[src/rtl/debounce_multi.sv]
// Multi-channel switch debouncer: 2-flop synchroniser, shared tick prescaler,
// per-channel lockout (MODE 0) or stability (MODE 1) filter with rise/fall pulses.
// Define DEBOUNCE_HOLD_EN to add per-channel long-press (switch_hold) detection.
module debounce_multi #(
    parameter int CHANNELS     = 4,
    parameter int BOUNCE_LIMIT = 600000,
    parameter int TICK_DIV     = 1,
    parameter int MODE         = 0,
    parameter bit INIT_LEVEL   = 1'b0,
    parameter int HOLD_LIMIT   = 1000
) (
    input  logic                clk,
    input  logic                rst,
    input  logic [CHANNELS-1:0] switch_in,
    output logic [CHANNELS-1:0] switch_out,
    output logic [CHANNELS-1:0] switch_rise,
    output logic [CHANNELS-1:0] switch_fall,
    output logic                any_event,
    output logic [CHANNELS-1:0] switch_hold
);

    localparam int CW = $clog2(BOUNCE_LIMIT + 1);
    localparam int PW = (TICK_DIV > 1) ? $clog2(TICK_DIV) : 1;
    localparam logic [CW-1:0] LIMIT  = CW'(BOUNCE_LIMIT);
    localparam logic [CW-1:0] ZERO   = {CW{1'b0}};
    localparam logic [CW-1:0] RELOAD = (MODE == 1) ? LIMIT : ZERO;
    localparam logic [CHANNELS-1:0] INIT_VEC = {CHANNELS{INIT_LEVEL}};

    if (CHANNELS < 1 || BOUNCE_LIMIT < 1 || TICK_DIV < 1 || HOLD_LIMIT < 1) begin : g_bad_params
        $error("debounce_multi: CHANNELS, BOUNCE_LIMIT, TICK_DIV and HOLD_LIMIT must be >= 1");
    end

    logic [CHANNELS-1:0] s1_r;
    logic [CHANNELS-1:0] s2_r;
    logic [CHANNELS-1:0] out_r;
    logic [CHANNELS-1:0] rise_r;
    logic [CHANNELS-1:0] fall_r;
    logic [CHANNELS-1:0] out_nxt_s;
    logic [CHANNELS-1:0] rise_nxt_s;
    logic [CHANNELS-1:0] fall_nxt_s;
    logic [CW-1:0]       cnt_r     [CHANNELS];
    logic [CW-1:0]       cnt_nxt_s [CHANNELS];
    logic [PW-1:0]       pcnt_r;
    logic                tick_s;

    // With TICK_DIV=1 the terminal count is 0, so the prescaler sits at 0 and tick stays high.
    assign tick_s = (pcnt_r == PW'(TICK_DIV - 1));

    // Shared prescaler counting 0..TICK_DIV-1.
    always_ff @(posedge clk) begin
        if (rst) begin
            pcnt_r <= {PW{1'b0}};
        end else if (tick_s) begin
            pcnt_r <= {PW{1'b0}};
        end else begin
            pcnt_r <= pcnt_r + PW'(1);
        end
    end

    // Two-flop synchroniser for the raw pins.
    always_ff @(posedge clk) begin
        if (rst) begin
            s1_r <= INIT_VEC;
            s2_r <= INIT_VEC;
        end else begin
            s1_r <= switch_in;
            s2_r <= s1_r;
        end
    end

    // Per-channel filter next-state: lockout or stability counter.
    always_comb begin : p_filter
        logic accept_v;
        for (int i = 0; i < CHANNELS; i++) begin
            accept_v      = 1'b0;
            out_nxt_s[i]  = out_r[i];
            rise_nxt_s[i] = 1'b0;
            fall_nxt_s[i] = 1'b0;
            cnt_nxt_s[i]  = cnt_r[i];
            if (MODE == 0) begin
                if (cnt_r[i] == ZERO) begin
                    accept_v = (s2_r[i] != out_r[i]);
                end else if (tick_s) begin
                    cnt_nxt_s[i] = cnt_r[i] - CW'(1);
                end else begin
                    cnt_nxt_s[i] = cnt_r[i];
                end
            end else begin
                if (s2_r[i] == out_r[i]) begin
                    cnt_nxt_s[i] = LIMIT;
                end else if (tick_s) begin
                    if (cnt_r[i] == ZERO) begin
                        accept_v = 1'b1;
                    end else begin
                        cnt_nxt_s[i] = cnt_r[i] - CW'(1);
                    end
                end else begin
                    cnt_nxt_s[i] = cnt_r[i];
                end
            end
            if (accept_v) begin
                out_nxt_s[i]  = s2_r[i];
                rise_nxt_s[i] = s2_r[i];
                fall_nxt_s[i] = ~s2_r[i];
                cnt_nxt_s[i]  = LIMIT;
            end else begin
                out_nxt_s[i]  = out_r[i];
            end
        end
    end

    // Filter state and registered level/pulse outputs.
    always_ff @(posedge clk) begin
        if (rst) begin
            out_r  <= INIT_VEC;
            rise_r <= {CHANNELS{1'b0}};
            fall_r <= {CHANNELS{1'b0}};
            for (int i = 0; i < CHANNELS; i++) begin
                cnt_r[i] <= RELOAD;
            end
        end else begin
            out_r  <= out_nxt_s;
            rise_r <= rise_nxt_s;
            fall_r <= fall_nxt_s;
            for (int i = 0; i < CHANNELS; i++) begin
                cnt_r[i] <= cnt_nxt_s[i];
            end
        end
    end

    assign switch_out  = out_r;
    assign switch_rise = rise_r;
    assign switch_fall = fall_r;
    assign any_event   = |(rise_r | fall_r);

`ifdef DEBOUNCE_HOLD_EN
    localparam int HW = $clog2(HOLD_LIMIT + 1);

    logic [HW-1:0]       hcnt_r     [CHANNELS];
    logic [HW-1:0]       hcnt_nxt_s [CHANNELS];
    logic [CHANNELS-1:0] hold_r;
    logic [CHANNELS-1:0] hold_nxt_s;

    // Long-press counter: saturates at HOLD_LIMIT so the pulse fires once per press.
    always_comb begin
        for (int i = 0; i < CHANNELS; i++) begin
            hcnt_nxt_s[i] = hcnt_r[i];
            hold_nxt_s[i] = 1'b0;
            if (!out_r[i] || rise_nxt_s[i]) begin
                hcnt_nxt_s[i] = {HW{1'b0}};
            end else if (tick_s && (hcnt_r[i] < HW'(HOLD_LIMIT))) begin
                hcnt_nxt_s[i] = hcnt_r[i] + HW'(1);
                hold_nxt_s[i] = (hcnt_r[i] == HW'(HOLD_LIMIT - 1));
            end else begin
                hcnt_nxt_s[i] = hcnt_r[i];
            end
        end
    end

    // Hold counter and pulse registers.
    always_ff @(posedge clk) begin
        if (rst) begin
            hold_r <= {CHANNELS{1'b0}};
            for (int i = 0; i < CHANNELS; i++) begin
                hcnt_r[i] <= {HW{1'b0}};
            end
        end else begin
            hold_r <= hold_nxt_s;
            for (int i = 0; i < CHANNELS; i++) begin
                hcnt_r[i] <= hcnt_nxt_s[i];
            end
        end
    end

    assign switch_hold = hold_r;
`else
    assign switch_hold = {CHANNELS{1'b0}};
`endif

endmodule

[config.mk]
export PLATFORM = sky130hd
export DESIGN_NAME = debounce_multi
export DESIGN_NICKNAME = d
export VERILOG_FILES = /design/src/rtl/debounce_multi.sv
export SDC_FILE = /design/constraint.sdc
export NUM_CORES = 1
export LEC_CHECK = 0
export ABC_AREA = 1
export BUFFER_PORTS_ARGS = -buffer_cell sky130_fd_sc_hd__buf_2
export CAP_MARGIN = 30
export CORE_UTILIZATION = 49
export DETAILED_ROUTE_END_ITERATION = 10
export PLACE_DENSITY = 0.71
export SLEW_MARGIN = 0
export SYNTH_ARGS = -nofsm -noshare
export SYNTH_HDL_FRONTEND = slang
export SYNTH_SLANG_ARGS = --single-unit
[constraint.sdc]
create_clock -name clk -period 3.2 [get_ports clk]
set_clock_uncertainty 0.2 [all_clocks]
set_input_delay 0.16 -clock clk [delete_from_list [all_inputs] [get_ports clk]]
set_output_delay 0.16 -clock clk [all_outputs]
set_load 0.005 [all_outputs]
==> results by group, run 1 <==
Synthesis
  – Synth warn: 0
  – Register area share after synthesis: 34.14%
  – Unique masters post-synth: 37
  – Syn avg cell area: 6.320 µm²
  – Yosys reg bits: 101
  – Synth Cell Area: 5922 µm²
  – Gate Count Post-Synth: 937

Min path
  – Hold Path Class: input port to register
  – Hold Crit Start: rst
  – Worst hold endpoint: s2_r[0]
  – WHS Path Cells: 2

Clock tree
  – TritonCTS clock tree: built
  – Post_cts resized: 0
  – CTS max path bufs: 2
  – Worst skew pair latency: 350 ps
  – CTS Buf Count: 9
  – CTS root buf: clkbuf_16
  – Clock sink count: 101
  – Htree depth: 3
  – Clock transition at path regs: 70 ps

STA
  – Tmin final: 2182 ps
  – Max Fclk: 458.3 MHz
  – Setup Viol. Count Final: 0
  – Fin. max-slew vios: 0
  – Worst slew pin tran: 810.2 ps
  – Final Cycle Share: 68.19%
  – Final Hold Fails: 0
  – Fin Setup TNS: 0 ps
  – Slew headroom: 45.49%
  – RSZ-0062 raised after global routing: no

Setup path
  – Critical Path Source Type: register
  – Cells on worst reg2reg path: 9
  – R2r setup slk: 1020 ps
  – Data arrival time of the critical path: 2230 ps
  – Critical path startpoint: cnt_r[0][0]
  – Reg2reg end: cnt_r[0][18]
  – CP required: 3250 ps
  – Worst Path Class, Setup: register to register
  – CP endpoint kind: register
  – Reg2Reg Launch Point: cnt_r[0][0]
  – Crit-path max FO: 13

Final layout
  – Footprint of the multi-input gates: 3256 µm²
  – Fin cells: 1,099
  – Storage cell area: 2022 µm²
  – Layout cells sized above 1: 8.682%
  – Area Overhead vs Synth: 8.008%
  – # fillers: 1,180
  – Fin nets: 964
  – Number of diodes: 0
  – Final Util: 55.07%

Detailed routing
  – Drt pass-1 iters: 8
  – Via Count: 5,583
  – Final WL: 12.81 mm
  – Final ANT Viol Nets: 0
  – DRC errors left: 2
  – Via-to-Cell Ratio: 5.080
  – DRT iter0 DRCs: 293
  – Routed wire per std cell: 11.66 µm

Placement
  – Routability congestion estimate: 0.9229
  – DP Cell Count: 1,079
  – Dpl hpwl: 9.289 mm
  – IO buf count: 18

Floorplanning
  – Initial Utilization: 50.99%
  – # rows: 39
  – IO Count: 23
  – Die area: 12,530 µm²
  – Die width: 111.9 µm
  – Die height: 111.9 µm
  – Core ar.: 11,610 µm²

Outcome
  – Status: complete, but fails checks
  – Failing checks: DRC

Pwr
  – Pwr Density: 1233 nW/µm²
  – Worst IR Drop VDD: 0.5052 mV
  – P_leak: 3.171 nW

Global routing
  – Vias in the first global route: 4,948
  – Global route overflow: 0
  – First-pass GRT wire length: 22.49 mm
  – Initial antenna violation count: 0
  – Gr usage total: 21.81%
  – Largest net degree at the start of global routing: 36

Flow run
  – Max-Cap Viols: 0
==> registers in the layout (all words and copies together), names as in the netlist <==
signal,flops
s2_r,4
cnt_r,80
switch_fall,4
pcnt_r,1
switch_out,4
switch_rise,4
s1_r,4
==> worst max-delay path, stage by stage (launching register included) <==
cell     delay (ps)
dfxtp_1         310
inv_1           160
ha_1            210
nand2_1          60
nor2_1          130
nand3_2         260
nor2_2          280
nor2_1          180
inv_2           220
nor2_1           60
==> stage by stage <==
step	power [mW]	worst slack [ps]	hold WS, ps	instance area, µm²
floorplan	5.966	1426	66.97	5937
global placement	6.693	1090	168.4	6051
detailed placement	6.726	1030	167.8	6051
CTS	7.905	1037	57.39	6396
global route	8.787	784.6	67.67	6396
finish	7.889	1018	51.12	6396
==> logic make-up after synthesis <==
group	share of synthesized area, %
simple gates	43.23
buf+inv	11.13
flops	34.14
compound gates	7.142
xor+xnor	2.810
fa+ha+maj	1.479
other cells	0.06332
==> layer usage <==
layer	track usage [%]	part of all wire [%]	wire length, µm	vias up
met4	5.067	1.3	170	0
met1	28.92	51	6495	2503
li1	-	-	-	2972
met2	35.98	44	5698	93
met5	0	0	0	-
met3	5.008	3.5	446	15
==> final cells by class <==
type | instances | area share [%]
multi-input cells | 685 | 50.90
flip-flops and latches | 101 | 31.61
inverters | 130 | 7.649
clock buffers | 9 | 3.521
well taps | 143 | 2.797
repair buffers | 24 | 2.269
clock inverters | 7 | 1.252
==> where the power goes <==
group	total, mW	internal [mW]	switching (mW)
registers	2.08	1.66	0.418
logic	4.67	1.65	3.02
clock network	1.14	0.617	0.526
==> layout by cell type, fill, tap and decap left out, drive strengths merged, types with 6 or more instances in the layout <==
cell type,Yosys,layout
nor3,11,11
nand3b,6,6
dfxtp,101,101
inv,129,132
nand4,36,36
nand2,249,249
xor2,11,11
a21oi,51,51
nand3,84,84
o21bai,8,8
buf,23,20
o21ai,18,18
ha,7,7
clkbuf,2,9
nor2,182,182
xnor2,8,8
==> synth_stat cells, drive strengths merged <==
cell type	instances	area, µm²
a21boi	1	7.510
a21oi	51	259.0
and2	3	18.77
buf	23	162.7
clkbuf	2	7.510
clkinv	1	5.000
conb	1	3.750
dfxtp	101	2022
ha	7	87.58
inv	129	484.2
nand2	249	974.7
nand3	84	447.9
nand3b	6	48.80
nand4	36	225.2
nor2	182	764.5
nor3	11	55.05
nor4	3	18.77
o21ai	18	90.09
o21bai	8	60.06
o22ai	1	6.260
or2	1	6.260
xnor2	8	70.07
xor2	11	96.34
==> worst max path at each step <==
stage | slack (ps) | end | cells past startpoint
5_1_grt | 780 | cnt_r[0][15] | 9
3_3_place_gp | 1090 | cnt_r[0][18] | 9
6_report | 1020 | cnt_r[0][18] | 9
3_5_place_dp | 1030 | cnt_r[0][18] | 9
2_1_floorplan | 1430 | cnt_r[3][4] | 10
4_1_cts | 1040 | cnt_r[0][18] | 9
==> what timing repair did <==
item	in CTS	in global routing
endpoints found under the hold margin	4	0
hold buffers	4	0
setup buffers	0	0
(Power assumes the default switching activity.)
==> inputs of run 2 (changes only) <==
==> constraint.sdc (replaced) <==
create_clock -name clk -period 2.1 [get_ports clk]
set_clock_uncertainty 0.2 [all_clocks]
set_input_delay 0.105 -clock clk [delete_from_list [all_inputs] [get_ports clk]]
set_output_delay 0.105 -clock clk [all_outputs]
set_load 0.005 [all_outputs]
==> results by group, run 2 (synthesized netlist as in run 1, its figures left out) <==
Outcome
  – Status: complete, but fails checks
  – Failing checks: DRC

Final layout
  – Footprint of the multi-input gates: 3266 µm² (+0.31%)
  – Area Overhead vs Synth: 11.16%
  – Top reg by flops: cnt_r
  – Number of diodes: 0 (unchanged)
  – Commonest non-fill, non-tap cell in the layout: nand2_1
  – # fillers: 1,178 (-0.17%)
  – Fin nets: 983 (+2.0%)
  – Fin cells: 1,117 (+1.6%)
  – Storage cell area: 2022 µm² (unchanged)
  – Max FFs per register: 80 (unchanged)
  – Most frequent cells in the layout: nand2_1 (239), nor2_1 (165), inv_1 (116)
  – Layout cells sized above 1: 10.37% (+1.7 points)

Clock tree
  – CTS root buf: clkbuf_16
  – CTS Buf Count: 9 (unchanged)
  – TritonCTS clock tree: built
  – Clock transition at path regs: 70 ps (about the same)
  – CTS max path bufs: 2 (unchanged)
  – Clock sink count: 101 (unchanged)
  – Htree depth: 3 (unchanged)
  – Setup repair bufs after CTS: 0 (unchanged)
  – Worst skew pair latency: 350 ps (about the same)

Detailed routing
  – DRC errors left: 2 (unchanged)
  – Final WL: 13.14 mm (+2.5%)
  – Routed wire per std cell: 11.76 µm (+0.88%)
  – Via Count: 5,594 (+0.20%)
  – DRT iter0 DRCs: 310 (+5.8%)
  – Via-to-Cell Ratio: 5.008 (-1.4%)
  – Final ANT Viol Nets: 0 (unchanged)
  – Drt pass-1 iters: 8 (unchanged)

Global routing
  – Largest net degree at the start of global routing: 22 (-39%)
  – First-pass GRT wire length: 22.62 mm (+0.58%)
  – Initial antenna violation count: 0 (unchanged)
  – Gr usage total: 22.29% (+0.48 points)
  – Global route overflow: 0 (unchanged)
  – Vias in the first global route: 4,871 (-1.6%)

STA
  – RSZ-0062 raised after global routing: no
  – Setup Viol. Count Final: 0 (unchanged)
  – Final Cycle Share: 90.50% (+22 points)
  – Fin. max-slew vios: 0 (unchanged)
  – Fin Setup TNS: 0 ps (unchanged)
  – Tmin final: 1901 ps (-281.5 ps)
  – Max Fclk: 526.2 MHz (+15%)
  – Final Hold Fails: 0 (unchanged)

Floorplanning
  – Die height: 111.9 µm (unchanged)
  – # rows: 39 (unchanged)
  – Initial Utilization: 50.99% (unchanged)
  – IO Count: 23 (unchanged)
  – Core ar.: 11,610 µm² (unchanged)
  – Die area: 12,530 µm² (unchanged)
  – Die width: 111.9 µm (unchanged)

Setup path
  – CP required: 2140 ps (-1110 ps)
  – Critical Path Source Type: register
  – Cells on worst reg2reg path: 10 (+1)
  – Data arrival time of the critical path: 1940 ps (-290 ps)
  – Reg2Reg Launch Point: cnt_r[2][0]
  – CP endpoint kind: register
  – Worst Path Class, Setup: register to register
  – Crit-path max FO: 12 (-1)
  – R2r setup slk: 200 ps (-820 ps)
  – Reg2reg end: cnt_r[2][5]

Pwr
  – Pwr Density: 1883 nW/µm² (+53%)
  – Worst IR Drop VDD: 1.065 mV (+110%)
  – P_leak: 3.281 nW (+3.5%)

Placement
  – Routability congestion estimate: 0.9314 (+0.92%)
  – Dpl hpwl: 9.646 mm (+3.8%)
  – IO buf count: 18 (unchanged)
  – DP Cell Count: 1,097 (+1.7%)

Min path
  – Hold Path Class: register to register
  – WHS Path Cells: 2 (unchanged)
  – Worst hold endpoint: s2_r[0]
  – Hold Crit Start: s1_r[0]

Flow run
  – Max-Cap Viols: 0 (unchanged)
[run 2: layout make-up]
class                           instances  area share, %
Multi-Input combinational cell        685          49.61
Sequential cell                       101          30.72
Inverter                              130          7.432
Timing Repair Buffer                   43          4.410
Clock buffer                            9          3.421
Tap cell                              143          2.718
Clock inverter                          6          1.692
[run 2: what timing repair did]
item                       CTS  global route
hold endpoints to repair    10             0
gates resized for setup      0             4
hold buffers                 5             0
setup endpoints to repair    0             6
[run 2: metrics by stage]
step,cell area (µm²),hold slack [ps],power [mW],setup slack [ps],utilization (%)
after CTS,6573,203.8,12.39,112.1,56.59
after detailed placement,6186,114.5,10.42,157.1,53.26
after global routing,6583,238.3,13.71,11.57,56.68
after global placement,6186,112.4,10.37,196.7,53.26
final,6583,201.8,12.40,199.5,56.68
after floorplan,5937,11.97,9.091,326.2,-
[run 2: worst max-delay path: stages, from the launching register on]
cell and delay (ps):
dfxtp_1 310, inv_1 140, ha_1 210, nand2_1 60, nor2_1 140, nand3b_2 170
inv_2 130, nand2_2 90, nand2_1 80, buf_4 190, a21oi_1 60
[run 2: routing by layer]
metal  vias up  share of wire [%]  wire, µm  track usage (%)
met3         7                4.3       569            4.627
met1      2472                 50      6526            30.57
met4         0               0.92       121            6.044
li1       3007                  -         -                -
met5         -                  0         0                0
met2       108                 45      5920            35.53
[run 2: worst max path at each step]
| stage | start | endpoint | slack [ps] |
|---|---|---|---|
| final | cnt_r[2][0] | cnt_r[2][5] | 200 |
| after global routing | cnt_r[0][0] | cnt_r[0][18] | 10 |
| after CTS | cnt_r[3][0] | cnt_r[3][1] | 110 |
| after detailed placement | cnt_r[3][0] | cnt_r[3][1] | 160 |
| after global placement | cnt_r[3][0] | cnt_r[3][1] | 200 |
| after floorplan | cnt_r[3][0] | cnt_r[3][4] | 330 |
[run 2: power breakdown]
group | switching [mW] | internal (mW) | leakage, nW
clock network | 0.747 | 1.16 | 0.162
registers | 0.643 | 2.54 | 0.826
logic | 4.65 | 2.66 | 2.29
==> inputs of run 3 (changes only) <==
--- a/config.mk
+++ b/config.mk
@@ -8,9 +8,9 @@
 export ABC_AREA = 1
 export BUFFER_PORTS_ARGS = -buffer_cell sky130_fd_sc_hd__buf_2
 export CAP_MARGIN = 30
-export CORE_UTILIZATION = 49
+export CORE_UTILIZATION = 60
 export DETAILED_ROUTE_END_ITERATION = 10
-export PLACE_DENSITY = 0.71
+export PLACE_DENSITY = 0.83
 export SLEW_MARGIN = 0
 export SYNTH_ARGS = -nofsm -noshare
 export SYNTH_HDL_FRONTEND = slang
==> results by group, run 3 (synthesized netlist as in run 1, its figures left out) <==
STA
  – Tmin final: 1923 ps (+22.92 ps)
  – Setup Viol. Count Final: 0 (unchanged)
  – RSZ-0062 raised after global routing: no
  – Final Cycle Share: 91.59% (+1.1 points)
  – Max Fclk: 519.9 MHz (-1.2%)
  – Final Hold Fails: 0 (unchanged)
  – Fin. max-slew vios: 0 (unchanged)
  – Fin Setup TNS: 0 ps (unchanged)
  – Hold Slack: 211.1 ps (+9.351 ps)

Clock tree
  – Worst skew pair latency: 380 ps (+30 ps)
  – Setup repair bufs after CTS: 0 (unchanged)
  – Clock sink count: 101 (unchanged)
  – CTS root buf: clkbuf_8
  – Htree depth: 3 (unchanged)
  – CTS max path bufs: 2 (unchanged)
  – CTS Buf Count: 9 (unchanged)
  – TritonCTS clock tree: built
  – Clock transition at path regs: 90 ps (+20 ps)

Floorplanning
  – Die area: 10,270 µm² (-18%)
  – Die height: 101.3 µm (-9.5%)
  – Core ar.: 9415 µm² (-19%)
  – IO Count: 23 (unchanged)
  – Die width: 101.3 µm (-9.5%)
  – Initial Utilization: 62.90% (+12 points)
  – # rows: 35 (-10%)

Final layout
  – Top reg by flops: cnt_r
  – Area Overhead vs Synth: 7.648%
  – Max FFs per register: 80 (unchanged)
  – Fin nets: 978 (-0.51%)
  – Final Instance Area: 6375 µm² (-3.2%)
  – Commonest non-fill, non-tap cell in the layout: nand2_1
  – Layout cells sized above 1: 10.21% (-0.16 points)
  – Most frequent cells in the layout: nand2_1 (239), nor2_1 (164), inv_1 (114)
  – Number of diodes: 0 (unchanged)

Detailed routing
  – Final WL: 12.75 mm (-2.9%)
  – DRC errors left: 0 (-2)
  – Via-to-Cell Ratio: 5.164 (+3.1%)
  – DRT iter0 DRCs: 316 (+1.9%)
  – Via Count: 5,675 (+1.4%)
  – Routed wire per std cell: 11.60 µm (-1.3%)
  – Drt pass-1 iters: 6 (-2)
  – Final ANT Viol Nets: 0 (unchanged)

Global routing
  – Largest net degree at the start of global routing: 20 (-9.1%)
  – Initial antenna violation count: 0 (unchanged)
  – Global route overflow: 0 (unchanged)
  – Vias in the first global route: 5,092 (+4.5%)
  – First-pass GRT wire length: 22.27 mm (-1.6%)
  – Gr usage total: 26.87% (+4.6 points)

Setup path
  – CP delay by family, top: simple AND/OR/NAND/NOR gates
  – Critical Path Source Type: register
  – Crit path to: cnt_r[3][2]
  – Max incr delay on CP: 320 ps (about the same)
  – Reg2reg end: cnt_r[3][2]
  – CP endpoint kind: register
  – Data arrival time of the critical path: 2040 ps (+100 ps)
  – Critical path depth in cells: 10 (unchanged)
  – Critical path startpoint: cnt_r[3][0]
  – CP required: 2210 ps (+70 ps)
  – Crit path cell chain: inv_1 -> ha_1 -> nand2_4 -> nor2_4 -> nand3_4 -> nand2_4 -> inv_2 -> nand2_1 -> nand2_1 -> a21oi_1
  – Reg2Reg Launch Point: cnt_r[3][0]
  – R2r setup slk: 180 ps (-20 ps)
  – Crit-path max FO: 17 (+5)
  – Cells on worst reg2reg path: 10 (unchanged)
  – Buffers & Inverters on Critical Path: 2 (-1)
  – CP max stage cell: dfxtp_1
  – Worst Path Class, Setup: register to register

Min path
  – Hold Path Class: register to register

Outcome
  – Status: finished clean

Placement
  – IO buf count: 18 (unchanged)
  – Dpl hpwl: 9.314 mm (-3.4%)
  – Cell Area, Placed: 6131 µm² (-0.89%)
  – Routability congestion estimate: 0.9243 (-0.76%)

Pwr
  – P_leak: 3.177 nW (-3.2%)
  – Worst IR Drop VDD: 0.8418 mV (-21%)
  – Pwr Density: 1828 nW/µm² (-3.0%)

Flow run
  – Max-Cap Viols: 0 (unchanged)
## run 3: final cells by class
class                      count  area, µm²
multi-input combinational    685       3263
fill                         839       3040
sequential                   101       2022
inverter                     130      489.2
timing repair buffer          38      252.7
tap                          129      161.4
clock buffer                  12      155.1
clock inverter                 4      31.28
## run 3: routing by layer
metal | GRT usage [%] | share of wire (%) | vias up
met4 | 9.365 | 1.9 | 0
met3 | 4.831 | 5.0 | 24
met2 | 44.22 | 45 | 161
met5 | 0 | 0 | -
li1 | - | - | 3004
met1 | 35.44 | 48 | 2486
## run 3: power by group
| group | switching, mW | internal, mW |
|---|---|---|
| clock network | 0.688 | 0.501 |
| logic | 4.65 | 2.63 |
| registers | 0.652 | 2.53 |
| total | 5.99 | 5.66 |
## run 3: through the flow
stage	worst slack [ps]	utilization (%)	std cells	power [mW]
2_1_floorplan	326.2	-	941	9.091
3_3_place_gp	182.3	65.12	1078	10.26
3_5_place_dp	128.5	65.12	1078	10.35
4_1_cts	123.2	67.63	1099	11.59
5_1_grt	0.01954	67.71	1099	13.00
6_report	176.6	67.71	1099	11.65
## run 3: repair_timing
| item | CTS | global route |
|---|---|---|
| resized for setup | 0 | 5 |
| endpoints found under the hold margin | 8 | 0 |
| hold buffers | 5 | 0 |
| setup endpoints to repair | 0 | 9 |
## run 3: worst min path at each step
| stage | start | end | slack (ps) | depth (start not counted) |
|---|---|---|---|---|
| 6_report | s1_r[2] | s2_r[2] | 210 | 2 |
| 5_1_grt | s1_r[0] | s2_r[0] | 240 | 2 |
| 4_1_cts | s1_r[0] | s2_r[0] | 210 | 2 |
| 3_5_place_dp | switch_in[3] | s1_r[3] | 120 | 3 |
| 3_3_place_gp | switch_in[2] | s1_r[2] | 110 | 3 |
| 2_1_floorplan | switch_in[0] | s1_r[0] | 10 | 2 |
## run 3: worst min-delay path, delay by kind of cell, from the launching register on
kind | cells | cell delay (ps)
buffers and inverters | 1 | 40
DFF | 1 | 310
and+or+nand+nor | 1 | 30
